**config.mk**
```make
export PLATFORM = sky130hd
export DESIGN_NAME = mdu_ctrl
export DESIGN_NICKNAME = d
export VERILOG_FILES = /design/src/rtl/mdu_ctrl.sv
export SDC_FILE = /design/constraint.sdc
export NUM_CORES = 2
export LEC_CHECK = 0
export BUFFER_PORTS_ARGS = -buffer_cell sky130_fd_sc_hd__buf_2
export CORE_ASPECT_RATIO = 0.7
export CORE_MARGIN = 2
export CORE_UTILIZATION = 35
export DETAILED_ROUTE_END_ITERATION = 8
export MAX_ROUTING_LAYER = met4
export REMOVE_ABC_BUFFERS = 1
export SETUP_SLACK_MARGIN = 0.05
export SYNTH_ARGS = -nofsm -noshare
export SYNTH_HDL_FRONTEND = slang
export SYNTH_SLANG_ARGS = --single-unit
export TNS_END_PERCENT = 50
```
**constraint.sdc**
```tcl
create_clock -name clk -period 9.36 [get_ports clk]
set_input_delay 1.872 -clock clk [delete_from_list [all_inputs] [get_ports clk]]
set_output_delay 1.872 -clock clk [all_outputs]
set_load 0.01 [all_outputs]
```
**src/rtl/mdu_ctrl.sv**
```systemverilog
// mdu_ctrl: multi-cycle MULT/MADD/MSUB/DIV sequencer for the EX stage.
// Latches operands, runs a multiply countdown or a restoring divide,
// performs the HI/LO accumulate step and stalls the pipe until done.
// Ports:
//   clk, rst          clock, synchronous active-high reset
//   start_i, op_i     request (held until consumed) and operation code
//   opdata1_i/2_i     rs/dividend, rt/divisor
//   hilo_i            forwarded {HI,LO}, sampled in the accumulate cycle
//   annul_i           flush, aborts any operation
//   result_o          {HI,LO}; divide gives {remainder, quotient}
//   ready_o, busy_o   result valid, sequencer not idle
//   stallreq_o        stall request to pipeline control
//   div_zero_o        last divide had a zero divisor
module mdu_ctrl #(
  parameter int MUL_LAT   = 2,
  parameter int DIV_STEPS = 32
) (
  input  logic        clk,
  input  logic        rst,
  input  logic        start_i,
  input  logic [2:0]  op_i,
  input  logic [31:0] opdata1_i,
  input  logic [31:0] opdata2_i,
  input  logic [63:0] hilo_i,
  input  logic        annul_i,
  output logic [63:0] result_o,
  output logic        ready_o,
  output logic        busy_o,
  output logic        stallreq_o,
  output logic        div_zero_o
);

  typedef enum logic [2:0] {
    S_IDLE,
    S_MUL,
    S_ACC,
    S_DIV,
    S_DONE
  } state_t;

  state_t      state_q, state_d;
  logic [5:0]  cnt_q, cnt_d;
  logic [2:0]  op_q, op_d;
  logic [31:0] a_q, a_d;
  logic [31:0] b_q, b_d;
  logic        sa_q, sa_d;
  logic        sb_q, sb_d;
  logic [63:0] prod_q, prod_d;
  logic [63:0] div_q, div_d;
  logic [63:0] res_q, res_d;
  logic        dz_q, dz_d;

  logic        sgn_in, is_div_in;
  logic        neg_a_in, neg_b_in;
  logic [31:0] a_abs, b_abs;
  logic        sgn_q, neg_q;
  logic [63:0] mul_raw, mul_res, acc_res;
  logic [64:0] div_sh;
  logic [32:0] trial;
  logic [63:0] div_nxt;
  logic [31:0] q_fin, r_fin;

  // Signed ops have an even opcode; DIV/DIVU are 6/7.
  assign sgn_in    = ~op_i[0];
  assign is_div_in = op_i[2] & op_i[1];
  assign neg_a_in  = sgn_in & opdata1_i[31];
  assign neg_b_in  = sgn_in & opdata2_i[31];
  assign a_abs     = neg_a_in ? (32'd0 - opdata1_i) : opdata1_i;
  assign b_abs     = neg_b_in ? (32'd0 - opdata2_i) : opdata2_i;

  assign sgn_q   = ~op_q[0];
  assign neg_q   = sgn_q & (sa_q ^ sb_q);
  assign mul_raw = {32'd0, a_q} * {32'd0, b_q};
  assign mul_res = neg_q ? (64'd0 - mul_raw) : mul_raw;
  assign acc_res = op_q[2] ? (hilo_i - prod_q) : (hilo_i + prod_q);

  // One restoring step: shift {rem,quo} left, try rem - divisor.
  // The partial remainder stays below the divisor, so 32 bits hold it.
  assign div_sh  = {div_q, 1'b0};
  assign trial   = div_sh[64:32] - {1'b0, b_q};
  assign div_nxt = trial[32] ? div_sh[63:0]
                             : {trial[31:0], div_sh[31:1], 1'b1};
  assign q_fin   = neg_q ? (32'd0 - div_nxt[31:0]) : div_nxt[31:0];
  assign r_fin   = (sgn_q & sa_q) ? (32'd0 - div_nxt[63:32])
                                  : div_nxt[63:32];

  always_comb begin
    state_d = state_q;
    cnt_d   = cnt_q;
    op_d    = op_q;
    a_d     = a_q;
    b_d     = b_q;
    sa_d    = sa_q;
    sb_d    = sb_q;
    prod_d  = prod_q;
    div_d   = div_q;
    res_d   = res_q;
    dz_d    = dz_q;
    if (annul_i) begin
      state_d = S_IDLE;
      cnt_d   = '0;
    end else begin
      case (state_q)
        S_IDLE: begin
          if (start_i) begin
            op_d = op_i;
            a_d  = a_abs;
            b_d  = b_abs;
            sa_d = neg_a_in;
            sb_d = neg_b_in;
            dz_d = 1'b0;
            if (!is_div_in) begin
              state_d = S_MUL;
              cnt_d   = 6'(MUL_LAT - 1);
            end else if (opdata2_i == 32'd0) begin
              state_d = S_DONE;
              cnt_d   = '0;
              res_d   = '0;
              dz_d    = 1'b1;
            end else begin
              state_d = S_DIV;
              cnt_d   = 6'(DIV_STEPS - 1);
              div_d   = {32'd0, a_abs};
            end
          end
        end
        S_MUL: begin
          cnt_d = cnt_q - 6'd1;
          if (cnt_q == 6'd0) begin
            cnt_d = '0;
            if (op_q[2:1] == 2'b00) begin
              res_d   = mul_res;
              state_d = S_DONE;
            end else begin
              prod_d  = mul_res;
              state_d = S_ACC;
            end
          end
        end
        S_ACC: begin
          res_d   = acc_res;
          state_d = S_DONE;
        end
        S_DIV: begin
          div_d = div_nxt;
          cnt_d = cnt_q - 6'd1;
          if (cnt_q == 6'd0) begin
            cnt_d   = '0;
            res_d   = {r_fin, q_fin};
            state_d = S_DONE;
          end
        end
        S_DONE: begin
          if (!start_i) state_d = S_IDLE;
        end
        default: state_d = S_IDLE;
      endcase
    end
  end

  always_ff @(posedge clk) begin
    if (rst) begin
      state_q <= S_IDLE;
      cnt_q   <= '0;
      op_q    <= '0;
      a_q     <= '0;
      b_q     <= '0;
      sa_q    <= 1'b0;
      sb_q    <= 1'b0;
      prod_q  <= '0;
      div_q   <= '0;
      res_q   <= '0;
      dz_q    <= 1'b0;
    end else begin
      state_q <= state_d;
      cnt_q   <= cnt_d;
      op_q    <= op_d;
      a_q     <= a_d;
      b_q     <= b_d;
      sa_q    <= sa_d;
      sb_q    <= sb_d;
      prod_q  <= prod_d;
      div_q   <= div_d;
      res_q   <= res_d;
      dz_q    <= dz_d;
    end
  end

  assign result_o   = res_q;
  assign ready_o    = (state_q == S_DONE);
  assign busy_o     = (state_q != S_IDLE);
  assign div_zero_o = dz_q;
  assign stallreq_o = start_i & ~ready_o & ~annul_i;

endmodule

```
==> results <==
- 203 I/O pins were placed.
- The die is around 340 µm tall.
- The number of enable flip-flop cells after synthesis is 0.
- The slowest stage of the critical path is the dfxtp_2 cell.
- Of the total synthesized cell area, the portion taken by AND, OR, NAND and NOR gates is between 20 and 25%.
- The final layout contains roughly 8600 nets.
- The post-synthesis cell count is about 7000.
- The detailed-router iteration count before antenna repair is 6.
- The cell sitting at the root of the clock tree is a clkbuf_16.
- The per-cell via count in the routed design is approximately 5.4.
- A synthesized cell averages roughly 8.1 µm².
- The xor and xnor area share after synthesis is 5.62%.
- The total count of hold-check failures in the final report is 0.
- The achievable clock frequency is about 110 MHz.
- In this run the static leakage power is between 20 and 30 nW.
- The depth of the most critical reg-to-reg path is 32.
- The library cell used most frequently in the layout, excluding fill and tap cells, is inv_1.
- No sink is reached through more buffers than the 3 on the longest clock path.
- At the end of routability-driven placement, the weighted congestion stood at between 0.9 and 1.
- The number of global-route vias before repair is between 50000 and 60000.
- STA classifies the critical path endpoint as a register.
- The number of fill cells in the layout is approximately 16000.
- In the final timing run, aggregate negative setup slack is 0 ns.
- Counting flops with an async set or reset pin after synthesis yields a share of 0%.
- Counting I/O delays and the setup requirement, the final critical path takes between 9 and 10 ns.
- The clock arrives with approximately 0.044 ns of skew.
- The summed instance area of the synthesized netlist is 0.0567 mm².
- The arithmetic-cell share of the synthesized area counting full adders, half adders and majority gates is roughly 40%.
- Clock-pin slew was measured on the worst setup and hold paths at about 0.060 ns.
- Setup repair after global routing left no endpoint under its margin.
- The run finished with clean final reports.
- Dividing the detail-routed wire length by the instance count gives between 20 and 25 µm.
- The all-layer global routing usage is between 20% and 30%.
- The tool flagged a number of max-cap violations equal to 0.
- The total CTS buffers is 36.
- The buffer and inverter count on the worst path is 9.
- The starting density of the core is 35.3%.
- The Yosys step of the flow raised 0 warnings.
- The ratio of final minimum period to clock period is a little over nine tenths.
- In the final layout, the multi-input gates occupy around 0.046 mm².
- The largest family of logic cells by synthesized area is adder cells.
- The kind of cell with the highest combined delay along the critical path is adder cells.
- The floorplan step defined a die boundary enclosing between 0.15 and 0.2 mm².
- The count of non-filler cells in the finished layout is around 9300.
- The slew at the pin closest to its max-slew limit is 1.01 ns.
- The core region area is 0.161 mm².
- Synthesis instantiated 107 different standard cells from the library.
- The critical path arrival is around 9.6 ns.
- The startpoint of the worst hold path is result_o[7].
- Dividing total power by cell area gives a power density of 124 mW/mm².
- The worst setup margin is approximately 0.27 ns.
- The final wirelength is slightly above 200 mm.
- Timing analysis after detailed placement gives a worst setup slack of -0.0767 ns.
- After synthesis, the share of cell area in mux cells is less than 1%.
- The count of endpoints failing setup in the final report is 0.
- The cell repeated most along the worst path is fa_1.
- The maximum vdd ir drop is between 0.1 and 0.15 mV.
- The register area is between 0.005 and 0.006 mm².
- Among all flip-flop cells after synthesis, the most frequent one is dfxtp_1.
- The count of clock tree sinks is roughly 270.
- Across all register-to-register paths, the minimum setup slack is around 0.27 ns.
- The clock tree synthesis step divided the H-tree into 2 levels.
- The final max-slew violation count is 0.
- Across all layers, the routed design uses roughly 50000 vias.
- The complex-gate fraction of the synthesized area is between 10% and 20%.
- The detailed-route DRC error count is 0.
- The row count is between 100 and 150.
- The endpoint identified for the worst register-to-register timing path is result_o[60].
- Headroom to the max-slew limit came out at between 30% and 40%.
- The data required time of the critical path is between 9 and 10 ns.
- Relative to the synthesized area, the layout overhead comes to 12.5%.
- The maximum single-stage delay on the critical path is between 0.5 and 0.6 ns.
- The share of cells above drive strength 1 is a little under an eighth.
- The hold-critical path depth is 2.
- The initial DRC count is ~5000.
- In this run, placement finished with an instance count of about 9300.
- The number of storage elements in the synthesis netlist is 271.
- Once detail routing completed, the nets flagged for antenna violations numbered 0.
- The number of buffers inserted by port buffering is around 200.
- The worst hold path endpoint is result_o[7].
- Of all nets on the critical path, the largest fanout is 14.
- In the layout the commonest cells are inv_1, fa_1, nand2_1.
- For this design, the CTS-stage hold fixing added 0 buffers.
- From left edge to right edge, the die measures 485 µm.
- The total overflow left after global routing is 0.
- After routing the design area is 0.0639 mm².
- The proportion of synthesized chip area in sequential cells is a little under a tenth.
- The area after detailed placement is between 0.06 and 0.07 mm².
- TritonCTS built the clock tree.
- Detailed placement ended at an HPWL of around 170 mm.
- The critical register-to-register path startpoint is a_q[5].
- The type of the worst setup path is register to register.
- The first global-routing pass estimated ~320 mm of wire.
- STA classifies the critical path startpoint as a register.
- The initial antenna violation count is 14.
- Entering global routing, the biggest net connects 77 pins.
- The type of the tightest min-delay check is register to register.
- At the later pin of the worst-skew pair, clock insertion delay measures roughly 0.62 ns.
==> logic make-up after synthesis <==
family,count (synthesis)
adder cells (fa/ha/maj),1264
AND/OR/NAND/NOR,2388
buffers and inverters,1390
flip-flops,271
multiplexers,37
AO/OA/AOI/OAI,1255
XOR/XNOR,364
==> worst register-to-register path: cells and delay by family, from the launching register on <==
kind,cells,cell delay [ns]
compound gates,8,2.22
xor+xnor,2,0.56
fa+ha+maj,9,3.67
buf+inv,9,1.20
simple gates,4,0.78
flops,1,0.55
==> where the power goes <==
group          internal [W]  switching (W)
logic               0.00201        0.00303
clock network      0.000895       0.000697
registers           0.00119      0.0000743
==> state kept, by name, indices dropped and copies added, names as in the netlist <==
register and flops:
sb_q 1, prod_q 64, result_o 64, state_q 3
div_zero_o 1, sa_q 1, a_q 32, b_q 32
cnt_q 6, op_q 3, div_q 64
==> Yosys cell counts, types with 29 or more instances <==
cell        n  share of area (%)
nor2_1    562                3.7
xnor2_1   250                3.9
a21oi_1   442                3.9
dfxtp_1   271                9.6
xor2_1    114                1.8
nand2_1   727                4.8
inv_1     961                6.4
clkbuf_1  376                2.5
fa_1      898                 32
nand2b_1   31               0.34
or3_1      39               0.43
nor3_1    117                1.0
nand4_1    62               0.68
nor4_1     32               0.35
buf_2      36               0.32
nor2b_1    29               0.32
o21ai_1    30               0.26
ha_1      366                8.1
a21o_1     62               0.82
and3_1     34               0.37
nand3_1    57               0.50
and2_1    608                6.7
o21ai_0   181                1.6
a211oi_1  149                2.0
a31oi_1    49               0.54
mux2i_1    31               0.55
==> area by class of cell <==
type | count | area share (%)
multi-input cells | 5308 | 72.6
flip-flops and latches | 271 | 8.61
repair buffers | 609 | 6.95
inverters | 962 | 5.65
well taps | 2125 | 4.16
clock buffers | 42 | 1.52
clock inverters | 21 | 0.447
diodes | 8 | 0.0313
==> metal layers <==
metal	track usage, %	up-vias	wire length (µm)	part of all wire, %
li1	-	22992	-	-
met1	37.6	25296	97600	48
met2	37.0	1839	86700	43
met3	3.23	237	14700	7.2
met4	5.09	0	4460	2.2
met5	-	-	0	0
==> how the worst max path moves through the flow <==
stage / startpoint / end / slack, ns / cells after the start
global route: a_q[13] / result_o[61] / 0.03 / 30
finish: a_q[5] / result_o[60] / 0.27 / 32
detailed placement: b_q[22] / result_o[63] / -0.08 / 29
global placement: b_q[22] / result_o[63] / -0.17 / 29
CTS: a_q[14] / result_o[61] / 0.07 / 32
floorplan: annul_i / div_q[0] / -2.58 / 5
==> metrics by stage <==
| step | hold WS [ns] | util (%) | total power [W] |
|---|---|---|---|
| final | 0.460 | 39.7 | 0.00790 |
| after global routing | 0.477 | 39.7 | 0.00845 |
| after CTS | 0.462 | 39.4 | 0.00779 |
| after detailed placement | 0.447 | 38.6 | 0.00617 |
| after global placement | 0.438 | 38.6 | 0.00615 |
| after floorplan | 0.438 | - | 0.00416 |
==> timing repair <==
action	4_1_cts	5_1_grt
setup endpoints to repair	12	49
resized for setup	13	123
setup buffers	0	11
pin swaps	0	16
Note: power is estimated with default switching activity, not from simulation.
